===== src/rtl/vga_arb_pkg.sv =====
// Shared definitions for the VGA memory arbiters: FSM state encoding and
// elaboration-time helpers.
package vga_arb_pkg;

  localparam logic [2:0] ST_IDLE     = 3'd0;
  localparam logic [2:0] ST_CRT_SEL  = 3'd1;
  localparam logic [2:0] ST_CRT_XFER = 3'd2;
  localparam logic [2:0] ST_CLI_XFER = 3'd3;
  localparam logic [2:0] ST_TURN     = 3'd4;

  // Number of bits needed to index n items (0 for n <= 1).
  function automatic int unsigned clog2(input int unsigned n);
    int unsigned r;
    r = 0;
    for (int unsigned i = 0; i < 32; i++) begin
      if ((32'd1 << i) < n) r = i + 1;
    end
    return r;
  endfunction

endpackage


===== src/rtl/vga_mem_arb_n_if.sv =====
// Request/grant bundle between the VGA memory arbiter and its requesters.
interface vga_mem_arb_n_if #(
  parameter int unsigned NUM_REQ = 3,
  parameter int unsigned NUM_BUF = 2,
  parameter int unsigned CNT_W   = 6,
  parameter int unsigned BSEL_W  = 1
);

  logic               crt_req;
  logic [NUM_REQ-1:0] cli_req;
  logic [NUM_BUF-1:0] buf_empty;
  logic [NUM_BUF-1:0] buf_full_done;
  logic               sync_crt_line_end;
  logic               rr_mode;
  logic [CNT_W-1:0]   max_cycles;
  logic               crt_gnt;
  logic [BSEL_W-1:0]  crt_buf_sel;
  logic [NUM_REQ-1:0] cli_gnt;
  logic               arb_busy;

  modport master (
    output crt_req, cli_req, buf_empty, buf_full_done, sync_crt_line_end,
           rr_mode, max_cycles,
    input  crt_gnt, crt_buf_sel, cli_gnt, arb_busy
  );

  modport slave (
    input  crt_req, cli_req, buf_empty, buf_full_done, sync_crt_line_end,
           rr_mode, max_cycles,
    output crt_gnt, crt_buf_sel, cli_gnt, arb_busy
  );

endinterface


===== src/rtl/arb_rr_pick.sv =====
// Combinational requester pick: lowest set index in fixed mode, or first set
// index at/after ptr (wrapping) in round-robin mode.
module arb_rr_pick #(
  parameter int unsigned NUM_REQ = 3,
  parameter int unsigned PTR_W   = 2
) (
  input  logic [NUM_REQ-1:0] req,
  input  logic [PTR_W-1:0]   ptr,
  input  logic               rr_mode,
  output logic               valid,
  output logic [PTR_W-1:0]   idx
);

  always_comb begin
    int unsigned start;
    int unsigned j;
    valid = 1'b0;
    idx   = '0;
    start = 0;
    j     = 0;
    if (rr_mode && (32'(ptr) < NUM_REQ)) start = 32'(ptr);
    for (int unsigned i = 0; i < NUM_REQ; i++) begin
      j = start + i;
      if (j >= NUM_REQ) j = j - NUM_REQ;
      if (!valid && req[j[PTR_W-1:0]]) begin
        valid = 1'b1;
        idx   = PTR_W'(j);
      end
    end
  end

endmodule


===== src/rtl/vga_mem_arb_n.sv =====
// Display memory port arbiter: CRT line-buffer fill has top priority, general
// clients share the port by fixed priority or round-robin with a timeout.
module vga_mem_arb_n
  import vga_arb_pkg::*;
#(
  parameter int unsigned NUM_REQ = 3,
  parameter int unsigned NUM_BUF = 2,
  parameter int unsigned CNT_W   = 6,
  parameter int unsigned BSEL_W  = 1
) (
  input logic            mem_clk,
  input logic            hreset_n,
  vga_mem_arb_n_if.slave bus
);

  localparam int unsigned IDX_W = (clog2(NUM_REQ) > 0) ? clog2(NUM_REQ) : 1;

  logic [2:0]         state;
  logic [2:0]         state_nxt;
  logic [IDX_W-1:0]   owner;
  logic [IDX_W-1:0]   rr_ptr;
  logic [IDX_W-1:0]   pick_idx;
  logic [IDX_W-1:0]   ptr_after_pick;
  logic               pick_valid;
  logic [CNT_W-1:0]   own_cnt;
  logic [BSEL_W-1:0]  buf_sel;
  logic [BSEL_W-1:0]  empty_idx;
  logic               empty_valid;
  logic [NUM_REQ-1:0] owner_oh;
  logic               others_pending;
  logic               timeout;
  logic               crt_done;
  logic               cli_done;

  arb_rr_pick #(
    .NUM_REQ (NUM_REQ),
    .PTR_W   (IDX_W)
  ) u_pick (
    .req     (bus.cli_req),
    .ptr     (rr_ptr),
    .rr_mode (bus.rr_mode),
    .valid   (pick_valid),
    .idx     (pick_idx)
  );

  always_comb begin
    owner_oh        = '0;
    owner_oh[owner] = 1'b1;
  end

  always_comb begin
    empty_valid = 1'b0;
    empty_idx   = '0;
    for (int unsigned i = 0; i < NUM_BUF; i++) begin
      if (!empty_valid && bus.buf_empty[i]) begin
        empty_valid = 1'b1;
        empty_idx   = BSEL_W'(i);
      end
    end
  end

  assign ptr_after_pick = (pick_idx == IDX_W'(NUM_REQ - 1)) ? '0 : pick_idx + 1'b1;

  // Forced release only matters when someone else is waiting for the port.
  assign others_pending = bus.crt_req | (|(bus.cli_req & ~owner_oh));
  assign timeout  = (bus.max_cycles != '0) && (own_cnt == bus.max_cycles) && others_pending;
  assign cli_done = ~bus.cli_req[owner] | timeout;
  assign crt_done = bus.buf_full_done[buf_sel] | bus.sync_crt_line_end;

  always_comb begin
    state_nxt = state;
    case (state)
      ST_IDLE: begin
        if (bus.crt_req)     state_nxt = ST_CRT_SEL;
        else if (pick_valid) state_nxt = ST_CLI_XFER;
      end
      ST_CRT_SEL:  state_nxt = empty_valid ? ST_CRT_XFER : ST_IDLE;
      ST_CRT_XFER: if (crt_done) state_nxt = ST_TURN;
      ST_CLI_XFER: if (cli_done) state_nxt = ST_TURN;
      ST_TURN:     state_nxt = ST_IDLE;
      default:     state_nxt = ST_IDLE;
    endcase
  end

  always_ff @(posedge mem_clk or negedge hreset_n) begin
    if (!hreset_n) begin
      state   <= ST_IDLE;
      owner   <= '0;
      rr_ptr  <= '0;
      own_cnt <= '0;
      buf_sel <= '0;
    end else begin
      state <= state_nxt;
      if ((state == ST_IDLE) && !bus.crt_req && pick_valid) begin
        owner   <= pick_idx;
        rr_ptr  <= ptr_after_pick;
        own_cnt <= CNT_W'(1);
      end else if ((state == ST_CLI_XFER) && (own_cnt != '1)) begin
        own_cnt <= own_cnt + 1'b1;
      end
      if ((state == ST_CRT_SEL) && empty_valid) buf_sel <= empty_idx;
    end
  end

  assign bus.crt_gnt     = (state == ST_CRT_XFER);
  assign bus.cli_gnt     = (state == ST_CLI_XFER) ? owner_oh : '0;
  assign bus.arb_busy    = (state != ST_IDLE);
  assign bus.crt_buf_sel = buf_sel;

endmodule


===== src/flat_wrapper.sv =====
// flat-port wrapper written by rule: the top's interface ports become plain ports
module vga_mem_arb_n_flat import vga_arb_pkg::*;
#(
  parameter int unsigned NUM_REQ = 3,
  parameter int unsigned NUM_BUF = 2,
  parameter int unsigned CNT_W   = 6,
  parameter int unsigned BSEL_W  = 1
)
  (mem_clk, hreset_n, bus_crt_req, bus_cli_req, bus_buf_empty, bus_buf_full_done, bus_sync_crt_line_end, bus_rr_mode, bus_max_cycles, bus_crt_gnt, bus_crt_buf_sel, bus_cli_gnt, bus_arb_busy);
  vga_mem_arb_n_if #(.NUM_REQ(NUM_REQ), .NUM_BUF(NUM_BUF), .CNT_W(CNT_W), .BSEL_W(BSEL_W)) bus_i ();
  input logic mem_clk;
  input logic hreset_n;
  input wire logic [$bits(bus_i.crt_req)-1:0] bus_crt_req;
  input wire logic [$bits(bus_i.cli_req)-1:0] bus_cli_req;
  input wire logic [$bits(bus_i.buf_empty)-1:0] bus_buf_empty;
  input wire logic [$bits(bus_i.buf_full_done)-1:0] bus_buf_full_done;
  input wire logic [$bits(bus_i.sync_crt_line_end)-1:0] bus_sync_crt_line_end;
  input wire logic [$bits(bus_i.rr_mode)-1:0] bus_rr_mode;
  input wire logic [$bits(bus_i.max_cycles)-1:0] bus_max_cycles;
  output wire logic [$bits(bus_i.crt_gnt)-1:0] bus_crt_gnt;
  output wire logic [$bits(bus_i.crt_buf_sel)-1:0] bus_crt_buf_sel;
  output wire logic [$bits(bus_i.cli_gnt)-1:0] bus_cli_gnt;
  output wire logic [$bits(bus_i.arb_busy)-1:0] bus_arb_busy;
  assign bus_i.crt_req = bus_crt_req;
  assign bus_i.cli_req = bus_cli_req;
  assign bus_i.buf_empty = bus_buf_empty;
  assign bus_i.buf_full_done = bus_buf_full_done;
  assign bus_i.sync_crt_line_end = bus_sync_crt_line_end;
  assign bus_i.rr_mode = bus_rr_mode;
  assign bus_i.max_cycles = bus_max_cycles;
  assign bus_crt_gnt = bus_i.crt_gnt;
  assign bus_crt_buf_sel = bus_i.crt_buf_sel;
  assign bus_cli_gnt = bus_i.cli_gnt;
  assign bus_arb_busy = bus_i.arb_busy;
  vga_mem_arb_n #(.NUM_REQ(NUM_REQ), .NUM_BUF(NUM_BUF), .CNT_W(CNT_W), .BSEL_W(BSEL_W)) u_core (.mem_clk(mem_clk), .hreset_n(hreset_n), .bus(bus_i));
endmodule

===== config.mk =====
export PLATFORM = sky130hd
export DESIGN_NAME = vga_mem_arb_n_flat
export DESIGN_NICKNAME = d
export VERILOG_FILES = /design/src/rtl/vga_arb_pkg.sv /design/src/rtl/vga_mem_arb_n_if.sv /design/src/rtl/arb_rr_pick.sv /design/src/rtl/vga_mem_arb_n.sv /design/src/flat_wrapper.sv
export SDC_FILE = /design/constraint.sdc
export NUM_CORES = 1
export LEC_CHECK = 0
export CAP_MARGIN = 20
export CORE_ASPECT_RATIO = 0.6
export CORE_MARGIN = 4
export CORE_UTILIZATION = 49
export CTS_CLUSTER_DIAMETER = 120
export CTS_CLUSTER_SIZE = 28
export DETAILED_ROUTE_END_ITERATION = 8
export PLACE_DENSITY_LB_ADDON = 0.12
export SYNTH_ARGS = -nofsm -noshare
export SYNTH_HDL_FRONTEND = slang
export SYNTH_SLANG_ARGS = --single-unit

===== constraint.sdc =====
create_clock -name mem_clk -period 3 [get_ports mem_clk]
set_clock_uncertainty 0.05 [all_clocks]
set_input_delay 0.45 -clock mem_clk [delete_from_list [all_inputs] [get_ports mem_clk]]
set_output_delay 0.45 -clock mem_clk [all_outputs]
set_load 0.005 [all_outputs]

# Word-level counts from Yosys, hierarchy flattened
# Cells that the tools add are included.
# Widths: inputs -> output; s select.
# totals
register_bits,14
latchBits,0
ram_bits,0
rom_bits,0
inputBits,18
output_inout_bits,6
wordCells,93
n_memories,0
# classes
n_addsub,7
mul,0
div_mod_pow,0
n_lt_le_gt_ge,10
eq_ne,9
n_shift,0
n_mux,35
n_bitwise,6
n_reduce_logical,21
# op_table
cell,n
$ge 32x2->1 const B,1
$mux 2,9
$mux 3,5
$mux 1,13
$lt 2x3->1 const B,4
$mux 6,2
$pmux 3 s4,1
$logic_and 1x1->1,11
$bmux 1 s2,4
$add 6x1->6 const B,1
$eq 3x2->1 const B,2
$eq 6x6->1,1
$ge 3x2->1 const B,2
$ne 6x6->1 const B,1
$reduce_bool 6->1,1
$sub 2x2->2 const B,3
$logic_not 1->1,4
$ne 2x1->1 const B,2
$add 2x1->3 const B,1
$add 2x2->3 const B,1
$and 3x3->3,1
$eq 3x1->1 const B,1
$logic_not 3->1,1
$ne 3x2->1 const B,1
other kinds (13),15

# Logic depth before layout (Yosys ltp)
# Gate-level depths: netlist (run 1).
# depth
ltp_word,17
ltp_mapped,9
mapped_depth_nobuf,9

# Modules after synthesis
# From an unflattened synthesis (run 1), not the netlist that was laid out.
# unflattened
hier_cells,139
hier_area_um2,1157.4
# by_module_without_submodules
mod,n_inst,cells_per_inst,area_per_inst_um2,seq_area_each_um2
vga_mem_arb_n,1,103,907.1,350.3
arb_rr_pick,1,36,250.2,0.0

# Worst setup path before layout (run 1)
# Ideal clock, no wire load.
# synth_path
path_kind,in2reg
from,input port bus_rr_mode
to,register u_core.owner[1]
setup_ns,0.125
t_arrival_ns,2.053
required_ns,2.825
slack_ns,0.772
stages,9
n_path_buf,0
path_cell_list,nand2_1 -> nor2_1 -> inv_1 -> ha_1 -> inv_1 -> o22ai_1 -> a2111oi_4 -> nor2_4 -> mux2_4
# synth_between
elab_chain_cells,14
elab_cells_between_ends,30
classes_between,add/sub (5); order compare (3); mux (16); reduce/logical (6)
# synth_rtl
element,line,text
start: declaration,flat_wrapper.sv:18,input wire logic [$bits(bus_i.rr_mode)-1:0] bus_rr_mode;
$logic_and 1x1->1 *,arb_rr_pick.sv:21,if (rr_mode && (32'(ptr) < NUM_REQ)) start = 32'(ptr);
$mux 2 *,arb_rr_pick.sv:21,
$ge 32x2->1 or $sub 2x2->2 (tied branches),arb_rr_pick.sv:24,if (j >= NUM_REQ) j = j - NUM_REQ;
$mux 2,arb_rr_pick.sv:24,
$bmux 1 s2,arb_rr_pick.sv:25,if (!valid && req[j[PTR_W-1:0]]) begin
$mux 1 (implied by the code),arb_rr_pick.sv:25,
$mux 1,arb_rr_pick.sv:25,
$logic_not 1->1,arb_rr_pick.sv:25,
$logic_and 1x1->1,arb_rr_pick.sv:25,
$mux 1,arb_rr_pick.sv:25,
$logic_not 1->1,arb_rr_pick.sv:25,
$logic_and 1x1->1,arb_rr_pick.sv:25,
$mux 1,arb_rr_pick.sv:25,
$logic_and 1x1->1,vga_mem_arb_n.sv:94,if ((state == ST_IDLE) && !bus.crt_req && pick_valid) begin
end signal: assignment,vga_mem_arb_n.sv:95,owner <= pick_idx;
end: declaration,vga_mem_arb_n.sv:20,logic [IDX_W-1:0] owner;
# Mark *: on every way between the ends. The rest lies on a longest branch, timed or not. The select of a mux whose other input is x is not followed.
# A chain may end at the register's enable or synchronous reset.

# Worst setup path after layout (run 1)
# layout_path
from,input port bus_rr_mode
to,register u_core.owner[0]
# Same word-level chain as after synthesis.

==> results of run 1 <==
[flip-flops by register name, indices dropped and copies added, names as in the netlist]
name,flops
u_core.own_cnt,6
u_core.state,3
u_core.owner,2
u_core.rr_ptr,2
u_core.bus.crt_buf_sel,1
[synth_stat cells, drive strengths merged]
master,n,area [sq um]
a2bb2oi,1,8.76
o22a,1,8.76
a211oi,4,35.0
nand2,5,18.8
or4b,1,10.0
mux2,1,15.0
xnor2,4,35.0
o21ai,5,28.8
nor2,17,71.3
o41ai,2,17.5
xor2,6,52.6
nand4,2,12.5
o22ai,1,6.26
nand3,1,5.00
and3b,1,8.76
a31oi,3,18.8
o21bai,2,15.0
nor2b,3,18.8
nor4b,1,8.76
dfrtp,14,350
o21ba,2,20.0
or3,1,6.26
a21oi,2,10.0
nor3b,1,7.51
nand2b,3,18.8
o32a,1,10.0
inv,6,22.5
or2,1,6.26
o211ai,1,7.51
ha,5,62.6
a2111oi,3,45.1
or4,1,7.51
nor3,3,15.0
mux2i,4,52.6
nand3b,4,30.0
and3,2,12.5
[how the worst max path moves through the flow]
stage           startpoint          endpoint  slack, ps  cells after the start
2_1_floorplan  bus_rr_mode   u_core.owner[1]        770                      9
3_3_place_gp   bus_rr_mode   u_core.owner[0]        200                     11
3_5_place_dp   bus_rr_mode  u_core.rr_ptr[1]        160                     11
4_1_cts        bus_rr_mode   u_core.owner[0]        410                     11
5_1_grt        bus_rr_mode  u_core.rr_ptr[1]        200                     11
6_report       bus_rr_mode   u_core.owner[0]        400                     11
[per-stage QoR]
step	instances	hold WS [ps]	total power [mW]	worst slack [ps]	util, %
6_report	170	474	1.02	396	70.9
5_1_grt	170	527	1.11	201	70.9
4_1_cts	170	479	1.02	408	70.9
3_5_place_dp	167	465	0.874	165	68.8
3_3_place_gp	167	470	0.867	202	68.8
2_1_floorplan	115	104	0.698	772	-
[per-layer routing]
layer | part of all wire (%) | vias up | GRT usage [%] | wire [um]
met3 | 8.4 | 3 | 5.33 | 193
met5 | 0 | - | 0 | 0
met2 | 39 | 34 | 22.4 | 890
li1 | - | 480 | - | -
met1 | 52 | 435 | 26.6 | 1200
met4 | 0.35 | 0 | 3.56 | 8
[layout make-up]
type / count / share of cell area (%)
multi-input cells: 95 / 50.7
flip-flops and latches: 14 / 25.1
repair buffers: 24 / 17.1
clock buffers: 3 / 2.96
well taps: 28 / 2.51
inverters: 6 / 1.62
[kinds of logic after synthesis]
group / Yosys count
xor gates and xnor gates: 10
AOI/OAI and AO/OA: 28
DFF: 14
adders and majority gates: 5
buffers and inverters: 6
muxes: 5
and+or+nand+nor: 47
[power by group through the flow]
| stage | clock (mW) | combinational (mW) | sequential [mW] |
|---|---|---|---|
| after floorplan | 0 | 0.375 | 0.323 |
| after global placement | 0 | 0.524 | 0.343 |
| after detailed placement | 0 | 0.531 | 0.343 |
| after CTS | 0.150 | 0.534 | 0.340 |
| after global routing | 0.162 | 0.598 | 0.354 |
| final | 0.145 | 0.534 | 0.341 |
==> flow_metrics.py, run 1 <==
metrics = {
    "die": {
        "die-height_um": 44.4,
        "io_pins": 24,
        "initial_core_util_pct": 54.9,
        "die_w_um": 68.6,
        "core_region_area_sq_mm": 0.00197,
        "rows": 12,
        "dieArea_sq_mm": 0.00304,
    },
    "routing": {
        "routed_wl_um": 2290,
        "drt_iter0_markers": 60,
        "avgRoutedWirePerCell_um": 13.5,
        "drtPass1Iterations": 4,
        "ant_nets": 0,
        "via_per_inst": 5.60,
        "dr_total_vias": 952,
        "drc_errors": 0,
    },
    "power_and_ir_drop": {
        "power_switching_mw": 0.400,
        "p_per_area_mw_per_mm2": 732,
        "pwr-share-clk_pct": 14.2,
        "swShare_pct": 39.2,
        "p_leak_nw": 0.565,
        "cell_internal_pwr_mw": 0.621,
        "ir_drop_mv": 0.412,
        "pwr-share-comb_pct": 52.3,
        "seqPwrFrac_pct": 33.4,
    },
    "synthesis": {
        "synth_seq_cells": 14,
        "synth-simple-area-share_pct": 23.9,
        "synth-compound-area-share_pct": 21.4,
        "synth_mux_area_share_pct": 6.26,
        "synth-seq-area-share_pct": 32.4,
        "yosysWarnings": 0,
        "ys_types": 41,
        "syn_inst": 115,
        "synth_adder_area_share_pct": 5.79,
        "syn-num-nets": 138,
        "syn-cell-area_sq_mm": 0.00108,
        "synth_xor_area_share_pct": 8.11,
        "avgSynthCellArea_sq_um": 9.39,
        "synth_top_family_by_area": "simple AND/OR/NAND/NOR gates",
    },
    "sta": {
        "setup-violations-final": 0,
        "finalHoldViolCount": 0,
        "slew_headroom_pct": 50.7,
        "drv_slew": 0,
        "max_freq_mhz": 384,
        "min_period_over_period_pct": 86.8,
        "worst_pin_slew_ps": 720,
        "rsz0062_at_grt": "no",
        "fin_crit_ps": 2600,
        "fin_tns_setup_ps": 0,
    },
    "final_layout": {
        "register_area_sq_um": 350,
        "final_nets": 167,
        "fill_cells": 153,
        "multi_input_area_sq_um": 707,
        "final_cell_mix": "clkdlybuf4s50_1, nor2_1, dfrtp_1, inv_1, xor2_1",
        "design_area_sq_mm": 0.00139,
        "diodes": 0,
        "drive_gt1_share_pct": 9.15,
        "syn_to_final_growth_pct": 29.1,
        "final_common_cell": "clkdlybuf4s50_1",
    },
    "setup_path": {
        "start_kind": "input pin",
        "critical_path_buf_inv_count": 4,
        "path_class": "in -> reg",
        "rrSetupSlack_ps": 660,
        "cp_cell_sequence": "clkdlybuf4s50_1 > nand2_1 > nor2_1 > inv_1 > ha_1 > inv_1 > o22ai_1 > a2111oi_4 > buf_4 > nor3_1 > o21ba_2",
        "critical-path-top-delay-family": "compound AO/OA/AOI/OAI gates",
        "reg2regPathDepth": 8,
        "regToRegStartpoint": "u_core.rr_ptr[1]",
        "cp_slowest_cell": "a2111oi_4",
        "crit_path_end_kind": "flop",
        "cp_max_fo": 6,
        "crit_arrival_ps": 2730,
        "crit_top_cell": "inv_1",
        "cp_slowest_stage_delay_ps": 520,
        "critical_path_required_ps": 3130,
        "timing.rr.end": "u_core.owner[0]",
    },
    "clock_network": {
        "numCtsBuffers": 3,
        "clk_latency_ps": 240,
        "h-tree-depth": 1,
        "cts_buffer_depth": 2,
        "cts-hold-fix-buffers": 0,
        "tritoncts": "built",
        "postCtsSetupRepairBufs": 0,
        "clk_pin_slew_worst_paths_ps": 50,
        "cts_resized": 0,
        "cts-root-buf": "clkbuf_8",
        "cts.sinks": 14,
    },
    "global_routing": {
        "grt_pass1_vias": 868,
        "antenna_found_initial": 0,
        "grt_max_degree": 15,
        "grt_pass1_wl_um": 3800,
        "overflow": 0,
        "grt_usage_pct": 17.0,
    },
    "place": {
        "port_buffers": 23,
        "dpl.hpwl_um": 1860,
        "postPlaceCellArea_sq_mm": 0.00135,
        "place_congestion": 0.926,
    },
    "min_path": {
        "worstHoldPathType": "reg -> reg",
        "holdPathEnd": "u_core.rr_ptr[1]",
        "hold_start": "u_core.rr_ptr[1]",
        "min_path_cells": 1,
    },
    "job": {
        "maxCapViolations": 0,
    },
    "status": {
        "status": "completed",
    },
}
Power figures use the tool's default switching activity.
==> run 2, diff against run 1 <==
--- a/config.mk
+++ b/config.mk
@@ -8,11 +8,12 @@
 export CAP_MARGIN = 20
 export CORE_ASPECT_RATIO = 0.6
 export CORE_MARGIN = 4
-export CORE_UTILIZATION = 49
+export CORE_UTILIZATION = 35
 export CTS_CLUSTER_DIAMETER = 120
 export CTS_CLUSTER_SIZE = 28
 export DETAILED_ROUTE_END_ITERATION = 8
 export PLACE_DENSITY_LB_ADDON = 0.12
+export SLEW_MARGIN = 25
 export SYNTH_ARGS = -nofsm -noshare
 export SYNTH_HDL_FRONTEND = slang
 export SYNTH_SLANG_ARGS = --single-unit
==> run 2 against run 1 <==
Effect of this change: count of clock-buffer cells in the layout did not move; register-to-register slack lost 50 ps; worst setup slack got worse by 22 ps; core utilization down 22 points; cell count increased by 8.2%; first-iteration DRC count shrank 53%; sequential power is 2% higher; design area increased by 1.3%; critical path depth fell by 3; sequential share of layout area fell by 0.31 points; maximum frequency shrank 0.83%; combinational power is essentially flat; critical path type unchanged; highest routed layer unchanged.
==> flow_metrics.py, run 2 (synthesis gave the netlist of run 1 again) <==
metrics = {
    "sta": {
        "fin_tns_setup_ps": 0,
        "setup-violations-final": 0,
        "min_period_over_period_pct": 87.5,
        "slew_headroom_pct": 53.5,
        "fin_crit_ps": 2630,
        "worst_pin_slew_ps": 679,
        "hold_slack_ps": 483,
        "drv_slew": 0,
        "max_freq_mhz": 381,
        "fin_ws_ps": 374,
        "finalHoldViolCount": 0,
        "rsz0062_at_grt": "no",
    },
    "clock_network": {
        "numCtsBuffers": 3,
        "cts-root-buf": "clkbuf_8",
        "cts_resized": 0,
        "tritoncts": "built",
        "postCtsSetupRepairBufs": 0,
        "cts_buffer_depth": 2,
        "cts-hold-fix-buffers": 0,
        "clk_pin_slew_worst_paths_ps": 50,
        "clk_latency_ps": 240,
        "h-tree-depth": 1,
        "cts.sinks": 14,
    },
    "final_layout": {
        "top_register": "u_core.own_cnt",
        "final_common_cell": "clkdlybuf4s50_1",
        "final_cell_mix": "clkdlybuf4s50_1, nor2_1, dfrtp_1, inv_1, xor2_1",
        "largest_register_ffs": 6,
        "stdcell_count": 184,
        "syn_to_final_growth_pct": 30.7,
        "top_regs": "u_core.own_cnt x6, u_core.state x3",
        "drive_gt1_share_pct": 9.15,
        "diodes": 0,
        "final_nets": 167,
    },
    "setup_path": {
        "cp_max_fo": 8,
        "cp_slowest_cell": "clkdlybuf4s50_1",
        "critical-path-top-delay-family": "multiplexers",
        "rrSetupSlack_ps": 610,
        "critical_path_required_ps": 3070,
        "cp_slowest_stage_delay_ps": 490,
        "critical_path_buf_inv_count": 1,
        "start_kind": "input pin",
        "cp_cell_sequence": "clkdlybuf4s50_1 > nand3b_1 > ha_1 > mux2i_1 > nor2_1 > a2111oi_4 > nor2_4 > mux2_4",
        "crit_arrival_ps": 2700,
        "crit_path_end_kind": "flop",
        "path_class": "in -> reg",
    },
    "die": {
        "dieArea_sq_mm": 0.00407,
        "die_w_um": 79.7,
        "io_pins": 24,
        "die-height_um": 51.0,
        "initial_core_util_pct": 37.1,
        "core_region_area_sq_mm": 0.00291,
        "rows": 15,
    },
    "routing": {
        "drt_iter0_markers": 28,
        "dr_total_vias": 954,
        "drtPass1Iterations": 4,
        "via_per_inst": 5.18,
        "routed_wl_um": 2550,
        "drc_errors": 0,
        "avgRoutedWirePerCell_um": 13.9,
        "ant_nets": 0,
    },
    "place": {
        "pre_cts_ws_ps": 159,
        "dpl.cell_count": 181,
        "place_congestion": 0.813,
        "dpl.hpwl_um": 2050,
        "port_buffers": 23,
    },
    "global_routing": {
        "grt_max_degree": 15,
        "grt_pass1_wl_um": 4280,
        "overflow": 0,
        "grt_usage_pct": 13.7,
        "grt_pass1_vias": 891,
        "antenna_found_initial": 0,
    },
    "power_and_ir_drop": {
        "cell_internal_pwr_mw": 0.621,
        "seqPwrFrac_pct": 33.8,
        "p_per_area_mw_per_mm2": 728,
        "ir_drop_mv": 0.303,
        "pwr-share-clk_pct": 14.4,
        "swShare_pct": 39.5,
        "power_switching_mw": 0.406,
        "p_leak_nw": 0.565,
        "power_mw": 1.03,
        "pwr-share-comb_pct": 51.8,
    },
    "job": {
        "maxCapViolations": 0,
    },
    "min_path": {
        "worstHoldPathType": "reg -> reg",
    },
    "status": {
        "status": "completed",
    },
}
==> run 2: cell counts in the layout (fill, tap and decap cells not counted) <==
Identical to the previous run, type by type.
==> run 2: power groups by stage <==
stage / clock, mW / sequential [mW] / combinational (mW)
finish: 0.148 / 0.347 / 0.532
global route: 0.163 / 0.360 / 0.590
CTS: 0.154 / 0.345 / 0.535
detailed placement: 0 / 0.349 / 0.531
global placement: 0 / 0.346 / 0.532
floorplan: 0 / 0.323 / 0.375
==> run 2: path summary, 6_finish.rpt <==
kind / start / to / cells after the start
max: bus_rr_mode / u_core.owner[1] / 8
max in group asynchronous: hreset_n / u_core.state[0] / 1
min: u_core.rr_ptr[1] / u_core.rr_ptr[1] / 1
max reg2reg: u_core.rr_ptr[1] / u_core.owner[1] / 7
min in group asynchronous: hreset_n / u_core.bus.crt_buf_sel / 1
min reg2reg: u_core.rr_ptr[1] / u_core.rr_ptr[1] / 1
==> run 2: through the flow <==
stage / area (sq um) / util, %
after floorplan: 1080 / -
after global placement: 1370 / 47.1
after detailed placement: 1370 / 47.1
after CTS: 1410 / 48.5
after global routing: 1410 / 48.5
final: 1410 / 48.5
==> run 2: per-layer routing <==
layer	vias up	global-route usage (%)	wire, um
met5	-	0	0
met4	0	2.86	13
met3	2	5.11	190
met2	25	19.0	1030
met1	444	20.1	1310
li1	483	-	-
==> run 2: cell type report <==
class / instances / area [sq um]
multi-input cells: 95 / 707
inverters: 6 / 22.5
well taps: 42 / 52.6
clock buffers: 3 / 41.3
repair buffers: 24 / 238
flip-flops and latches: 14 / 350
fillers: 269 / 1500
==> run 3, diff against run 2 <==
--- a/config.mk
+++ b/config.mk
@@ -17,3 +17,4 @@
 export SYNTH_ARGS = -nofsm -noshare
 export SYNTH_HDL_FRONTEND = slang
 export SYNTH_SLANG_ARGS = --single-unit
+export TNS_END_PERCENT = 20
==> results of run 3 <==
Same layout as run 2: the final DEF is identical, and so are final timing and power.
